## src/rtl/seg_scan_display_pkg.sv

```systemverilog
// Shared constants and types for the multiplexed 7-segment scan driver.
// Segment constants are {CA..CG}, active-low.
package seg_scan_display_pkg;

    localparam logic [4:0] BLANK_CODE = 5'h1F;

    localparam logic [6:0] SEG_0     = 7'h01;
    localparam logic [6:0] SEG_1     = 7'h4F;
    localparam logic [6:0] SEG_2     = 7'h12;
    localparam logic [6:0] SEG_3     = 7'h06;
    localparam logic [6:0] SEG_4     = 7'h4C;
    localparam logic [6:0] SEG_5     = 7'h24;
    localparam logic [6:0] SEG_6     = 7'h20;
    localparam logic [6:0] SEG_7     = 7'h0F;
    localparam logic [6:0] SEG_8     = 7'h00;
    localparam logic [6:0] SEG_9     = 7'h04;
    localparam logic [6:0] SEG_A     = 7'h08;
    localparam logic [6:0] SEG_B     = 7'h60;
    localparam logic [6:0] SEG_C     = 7'h31;
    localparam logic [6:0] SEG_D     = 7'h42;
    localparam logic [6:0] SEG_E     = 7'h30;
    localparam logic [6:0] SEG_F     = 7'h38;
    localparam logic [6:0] SEG_BLANK = 7'h7F;

    localparam logic MODE_SHIFT = 1'b0;
    localparam logic MODE_ADDR  = 1'b1;

    typedef enum logic {
        StIdle   = 1'b0,
        StCommit = 1'b1
    } in_state_e;

    function automatic logic [4:0] nibble_code(input logic [3:0] nibble);
        return {1'b0, nibble};
    endfunction

endpackage

```

## src/rtl/seg_scan_display_seg7_decode.sv

```systemverilog
// Combinational decode of a 5-bit {blank,hex} digit code to active-low segments.
// Codes 5'h10..5'h1F all render blank.
module seg_scan_display_seg7_decode
    import seg_scan_display_pkg::*;
(
    input  logic [4:0] code_i,
    output logic [6:0] seg_o
);

    always_comb begin
        seg_o = SEG_BLANK;
        case (code_i)
            5'h00:   seg_o = SEG_0;
            5'h01:   seg_o = SEG_1;
            5'h02:   seg_o = SEG_2;
            5'h03:   seg_o = SEG_3;
            5'h04:   seg_o = SEG_4;
            5'h05:   seg_o = SEG_5;
            5'h06:   seg_o = SEG_6;
            5'h07:   seg_o = SEG_7;
            5'h08:   seg_o = SEG_8;
            5'h09:   seg_o = SEG_9;
            5'h0A:   seg_o = SEG_A;
            5'h0B:   seg_o = SEG_B;
            5'h0C:   seg_o = SEG_C;
            5'h0D:   seg_o = SEG_D;
            5'h0E:   seg_o = SEG_E;
            5'h0F:   seg_o = SEG_F;
            default: seg_o = SEG_BLANK;
        endcase
    end

endmodule

```

## src/rtl/seg_scan_display.sv

```systemverilog
// Multiplexed 7-segment driver: byte handshake into a digit buffer (shift or addressed
// write), time-multiplexed scan with per-digit decimal point and blink.
module seg_scan_display
    import seg_scan_display_pkg::*;
#(
    parameter int unsigned N_DIGITS    = 8,
    parameter int unsigned REFRESH_CNT = 200000,
    parameter int unsigned BLINK_CNT   = 25,
    localparam int unsigned AW = (N_DIGITS > 2) ? $clog2(N_DIGITS / 2) : 1,
    localparam int unsigned IW = $clog2(N_DIGITS),
    localparam int unsigned RW = $clog2(REFRESH_CNT),
    localparam int unsigned BW = (BLINK_CNT > 1) ? $clog2(BLINK_CNT) : 1
) (
    input  logic                clk,
    input  logic                rst,
    input  logic [7:0]          data_i,
    input  logic                valid_i,
    output logic                ready_o,
    input  logic                mode_i,
    input  logic [AW-1:0]       wr_addr_i,
    input  logic                clear_i,
    input  logic [N_DIGITS-1:0] dp_mask_i,
    input  logic [N_DIGITS-1:0] blink_mask_i,
    output logic [7:0]          byte_cnt_o,
    output logic [N_DIGITS-1:0] led_en_o,
    output logic [7:0]          led_cx_o
);

    in_state_e     state_q;
    logic          ready_q;
    logic [7:0]    data_q;
    logic          mode_q;
    logic [AW-1:0] addr_q;
    logic [7:0]    byte_cnt_q;
    logic [4:0]    buf_q  [N_DIGITS];
    logic [4:0]    buf_wr [N_DIGITS];

    logic [RW-1:0]       ref_q, ref_d;
    logic [IW-1:0]       idx_q, idx_d;
    logic [BW-1:0]       blink_q, blink_d;
    logic                phase_q, phase_d;
    logic [N_DIGITS-1:0] led_en_q, led_en_d;
    logic [7:0]          led_cx_q, led_cx_d;
    logic [4:0]          scan_code;
    logic [6:0]          scan_seg;

    // clear must win over a same-cycle offer, so it gates ready combinationally.
    assign ready_o    = ready_q & ~clear_i;
    assign byte_cnt_o = byte_cnt_q;
    assign led_en_o   = led_en_q;
    assign led_cx_o   = led_cx_q;

    always_comb begin
        for (int i = 0; i < int'(N_DIGITS); i++) begin
            buf_wr[i] = buf_q[i];
        end
        if (mode_q == MODE_SHIFT) begin
            for (int i = 2; i < int'(N_DIGITS); i++) begin
                buf_wr[i] = buf_q[i-2];
            end
            buf_wr[1] = nibble_code(data_q[7:4]);
            buf_wr[0] = nibble_code(data_q[3:0]);
        end else begin
            // Out-of-range pair addresses match no k and leave the buffer untouched.
            for (int unsigned k = 0; k < N_DIGITS / 2; k++) begin
                if (32'(addr_q) == k) begin
                    buf_wr[2*k+1] = nibble_code(data_q[7:4]);
                    buf_wr[2*k]   = nibble_code(data_q[3:0]);
                end
            end
        end
    end

    always_ff @(posedge clk or posedge rst) begin
        if (rst) begin
            state_q    <= StIdle;
            ready_q    <= 1'b1;
            data_q     <= 8'h00;
            mode_q     <= MODE_SHIFT;
            addr_q     <= '0;
            byte_cnt_q <= 8'h00;
            for (int i = 0; i < int'(N_DIGITS); i++) begin
                buf_q[i] <= BLANK_CODE;
            end
        end else if (clear_i) begin
            state_q    <= StIdle;
            ready_q    <= 1'b1;
            byte_cnt_q <= 8'h00;
            for (int i = 0; i < int'(N_DIGITS); i++) begin
                buf_q[i] <= BLANK_CODE;
            end
        end else begin
            unique case (state_q)
                StIdle: begin
                    if (valid_i) begin
                        data_q  <= data_i;
                        mode_q  <= mode_i;
                        addr_q  <= wr_addr_i;
                        ready_q <= 1'b0;
                        state_q <= StCommit;
                    end
                end
                StCommit: begin
                    for (int i = 0; i < int'(N_DIGITS); i++) begin
                        buf_q[i] <= buf_wr[i];
                    end
                    if (byte_cnt_q != 8'hFF) begin
                        byte_cnt_q <= byte_cnt_q + 8'h01;
                    end
                    ready_q <= 1'b1;
                    state_q <= StIdle;
                end
            endcase
        end
    end

    always_comb begin
        ref_d   = ref_q + RW'(1);
        idx_d   = idx_q;
        blink_d = blink_q;
        phase_d = phase_q;
        if (ref_q == RW'(REFRESH_CNT - 1)) begin
            ref_d = '0;
            if (idx_q == IW'(N_DIGITS - 1)) begin
                idx_d = '0;
                if (blink_q == BW'(BLINK_CNT - 1)) begin
                    blink_d = '0;
                    phase_d = ~phase_q;
                end else begin
                    blink_d = blink_q + BW'(1);
                end
            end else begin
                idx_d = idx_q + IW'(1);
            end
        end
    end

    assign scan_code = buf_q[idx_q];

    seg_scan_display_seg7_decode u_seg7_decode (
        .code_i (scan_code),
        .seg_o  (scan_seg)
    );

    always_comb begin
        led_en_d = ~(N_DIGITS'(1) << idx_q);
        if (blink_mask_i[idx_q] && !phase_q) begin
            led_cx_d = 8'hFF;
        end else begin
            led_cx_d = {scan_seg, ~dp_mask_i[idx_q]};
        end
    end

    always_ff @(posedge clk or posedge rst) begin
        if (rst) begin
            ref_q    <= '0;
            idx_q    <= '0;
            blink_q  <= '0;
            phase_q  <= 1'b1;
            led_en_q <= '1;
            led_cx_q <= 8'hFF;
        end else begin
            ref_q    <= ref_d;
            idx_q    <= idx_d;
            blink_q  <= blink_d;
            phase_q  <= phase_d;
            led_en_q <= led_en_d;
            led_cx_q <= led_cx_d;
        end
    end

endmodule

```

## config.mk

```make
export PLATFORM = sky130hd
export DESIGN_NAME = seg_scan_display
export DESIGN_NICKNAME = d
export VERILOG_FILES = /design/src/rtl/seg_scan_display_pkg.sv /design/src/rtl/seg_scan_display_seg7_decode.sv /design/src/rtl/seg_scan_display.sv
export SDC_FILE = /design/constraint.sdc
export NUM_CORES = 1
export LEC_CHECK = 0
export BUFFER_PORTS_ARGS = -buffer_cell sky130_fd_sc_hd__buf_4
export CORE_MARGIN = 4
export CORE_UTILIZATION = 55
export DETAILED_ROUTE_END_ITERATION = 16
export PLACE_DENSITY_LB_ADDON = 0.3
export SYNTH_ARGS = -nofsm -noshare
export SYNTH_HDL_FRONTEND = slang
export SYNTH_SLANG_ARGS = --single-unit
```

## constraint.sdc

```tcl
create_clock -name clk -period 6.55 [get_ports clk]
set_clock_uncertainty 0.1 [all_clocks]
set_input_delay 0 -clock clk [delete_from_list [all_inputs] [get_ports clk]]
set_output_delay 0 -clock clk [all_outputs]
set_load 0.03 [all_outputs]
```

==> impl_metrics.tcl <==
set metrics [dict create \
    synth_nets 525 \
    diodes 0 \
    async_flop_share_pct 100 \
    synth_area_leaders "dfstp_2 28%, dfrtp_1 23%, mux2_2 4.9%" \
    first_pass_iters 4 \
    nets 585 \
    postRouteAntennaNets 0 \
    grt_max_degree 78 \
    pwr-share-clk_pct 26.7 \
    hp-class "input port to asynchronous set/reset pin" \
    switching_share_pct 28.3 \
    root_buffer "clkbuf_8" \
    synth_xor_area_share_pct 3.80 \
    final_cells 651 \
    area_growth_pct 15.1 \
    power_frac_comb_pct 16.5 \
    die_y_um 104 \
    cp.arrival_ns 3.29 \
    synth-main-ff-cell "dfstp_2" \
    place_area_mm2 0.00552 \
    synth-simple-area-share_pct 11.6 \
    tightestPinTransition_ns 1.20 \
    gp_congestion 0.811 \
    period_share_pct 47.5 \
    postLayoutCellArea_mm2 0.00584 \
    p_seq_share_pct 56.8 \
    max_freq_mhz 322 \
    drive_above_1_share_pct 28.5 \
    synth.yosys.seq_area_share_pct 50.7 \
    rsz0062_at_grt "false" \
    dr.first_iter.drc_count 200 \
    worst-path-max-fanout 17 \
    hpwl_mm 6.67 \
    io_buffers 55 \
    synthAdderAreaFrac_pct 3.95 \
    fin_crit_ns 3.11 \
    die_x_um 104 \
    maxCapViolCount 0 \
    start_util_pct 57.3 \
    cts_setup_buffers 0 \
    slew_headroom_pct 20.3 \
    syn-cell-area_mm2 0.00507 \
    die_area_mm2 0.0108 \
    fillers 711 \
    cts_buffers 9 \
    ys_warn_count 0 \
    synth_top_family_by_area "compound AO/OA/AOI/OAI gates" \
    outcome "finished, final reports clean" \
    synth_top_area_share_pct 28.0 \
    clockBufferDepth 2 \
    io_pins 56 \
    wl_mm 9.77 \
    setup_ws_ns 3.44 \
    powerDensity_mw_per_mm2 225 \
    whs_ns 0.0568 \
    cp-start-kind "flip-flop" \
    num_rows 34 \
    tns_ns 0 \
    wire_per_inst_um 15.0 \
    power.static_leakage_nw 2.57 \
    synth_top_cell_by_area "dfstp_2" \
    p_switching_mw 0.372 \
    reg2regPathDepth 7 \
    p_int_mw 0.940 \
    finalHoldViolCount 0 \
    clkSinkCount 100 \
    clk_pin_slew_worst_paths_ns 0.09 \
    netlist_instances 478 \
    synthMuxAreaShare_pct 12.2 \
    drc_errors 0 \
    avgSynthCellArea_um2 10.6 \
    report.final.setup_viol 0 \
    fin_util_pct 66.0 \
    final_common_cell "buf_4" \
    path_class "flip-flop to flip-flop" \
    mostFrequentLayoutCells "57 x buf_4, 54 x dfstp_2, 46 x dfrtp_1" \
    synth-edff-count 0 \
    required_ns 6.73 \
    core_mm2 0.00885 \
    end_kind "flip-flop" \
    grt_pass1_wl_mm 17.5 \
    grt_pass1_vias 3573 \
    vias 3623 \
    pre_cts_ws_ns 3.51 \
    dpl.cell_count 620 \
    final_max_slew_viol_count 0 \
    worst_skew_pair.late_latency_ns 0.36 \
    grt_overflow 0 \
    cts_resized 0 \
    ys_ff_latch 100 \
    ys_types 48 \
    grt_antenna_before_repair 0 \
    via_per_inst 5.57 \
    finalPower_mw 1.31 \
    groute.usage.overall_pct 19.3 \
    cts_htree_levels 3 \
    synth_compound_area_share_pct 12.3 \
    ir_drop_v 0.000126 \
    tritoncts "yes" \
]
==> state kept, by name (all words and copies together) (netlist names) <==
register / count
buf_q: 36
ref_q: 18
byte_cnt_o: 8
data_q: 8
led_cx_o: 8
led_en_o: 8
blink_q: 5
idx_q: 3
addr_q: 2
mode_q: 1
phase_q: 1
ready_q: 1
state_q: 1
==> logic make-up after synthesis <==
group	after synthesis
multiplexers	42
buffers and inverters	67
adder cells (fa/ha/maj)	16
AND/OR/NAND/NOR	122
AO/OA/AOI/OAI	109
XOR/XNOR	22
flip-flops	100
==> cells in the mapped netlist, types with 3 or more instances <==
| cell | count |
|---|---|
| a211oi_1 | 4 |
| a21oi_1 | 42 |
| a221o_1 | 3 |
| and2_1 | 5 |
| and3_1 | 4 |
| buf_2 | 4 |
| clkbuf_1 | 15 |
| dfrtp_1 | 46 |
| dfstp_2 | 54 |
| ha_1 | 16 |
| inv_1 | 42 |
| mux2_2 | 22 |
| mux2i_1 | 8 |
| mux4_1 | 7 |
| mux4_2 | 4 |
| nand2_1 | 19 |
| nand3_1 | 22 |
| nand4_1 | 4 |
| nor2_1 | 40 |
| nor2b_1 | 6 |
| nor3_1 | 12 |
| o21ai_0 | 42 |
| o31ai_1 | 5 |
| xnor2_1 | 16 |
| xor2_1 | 6 |
==> metal layers <==
layer	vias up	global-route usage (%)	part of all wire, %
li1	1779	-	-
met3	9	4.78	5.5
met4	0	5.22	0.99
met2	99	29.7	46
met1	1736	27.5	48
met5	-	0	0
==> what timing repair did <==
action                                  in CTS  in global routing
endpoints found under the setup margin       0                  0
hold endpoints to repair                    49                  0
hold buffers                                15                  0
==> path summary, 6_finish.rpt <==
kind / startpoint / endpoint / slack, ns
min in group clk: dp_mask_i[0] / led_cx_o[0] / 0.09
setup reg to reg: idx_q[0] / led_cx_o[2] / 3.44
max in group asynchronous: rst / data_q[0] / 5.04
hold reg to reg: ref_q[0] / ref_q[0] / 0.38
hold / removal: rst / idx_q[2] / 0.06
setup / recovery: idx_q[0] / led_cx_o[2] / 3.44
==> worst max-delay path: stages (launching register included) <==
cell     delay, ns
dfrtp_1       0.89
mux4_1        0.65
mux2i_1       0.49
inv_1         0.18
ha_1          0.31
mux2i_1       0.19
o21a_1        0.12
o21ai_0       0.08
==> power by group through the flow <==
stage	registers [mW]	logic [mW]	clock network [mW]
2_1_floorplan	0.743	0.155	0
3_3_place_gp	0.752	0.199	0
3_5_place_dp	0.756	0.207	0
4_1_cts	0.745	0.217	0.365
5_1_grt	0.754	0.245	0.391
6_report	0.745	0.217	0.351
==> area by class of cell <==
class	count	area [um^2]	area share [%]
Sequential cell	100	2570	44.0
Multi-Input combinational cell	311	2220	38.1
Timing Repair Buffer	72	578	9.90
Inverter	44	166	2.85
Tap cell	108	135	2.31
Clock buffer	11	131	2.25
Clock inverter	5	37.5	0.643
No activity file was read; power rests on OpenSTA's default activity.
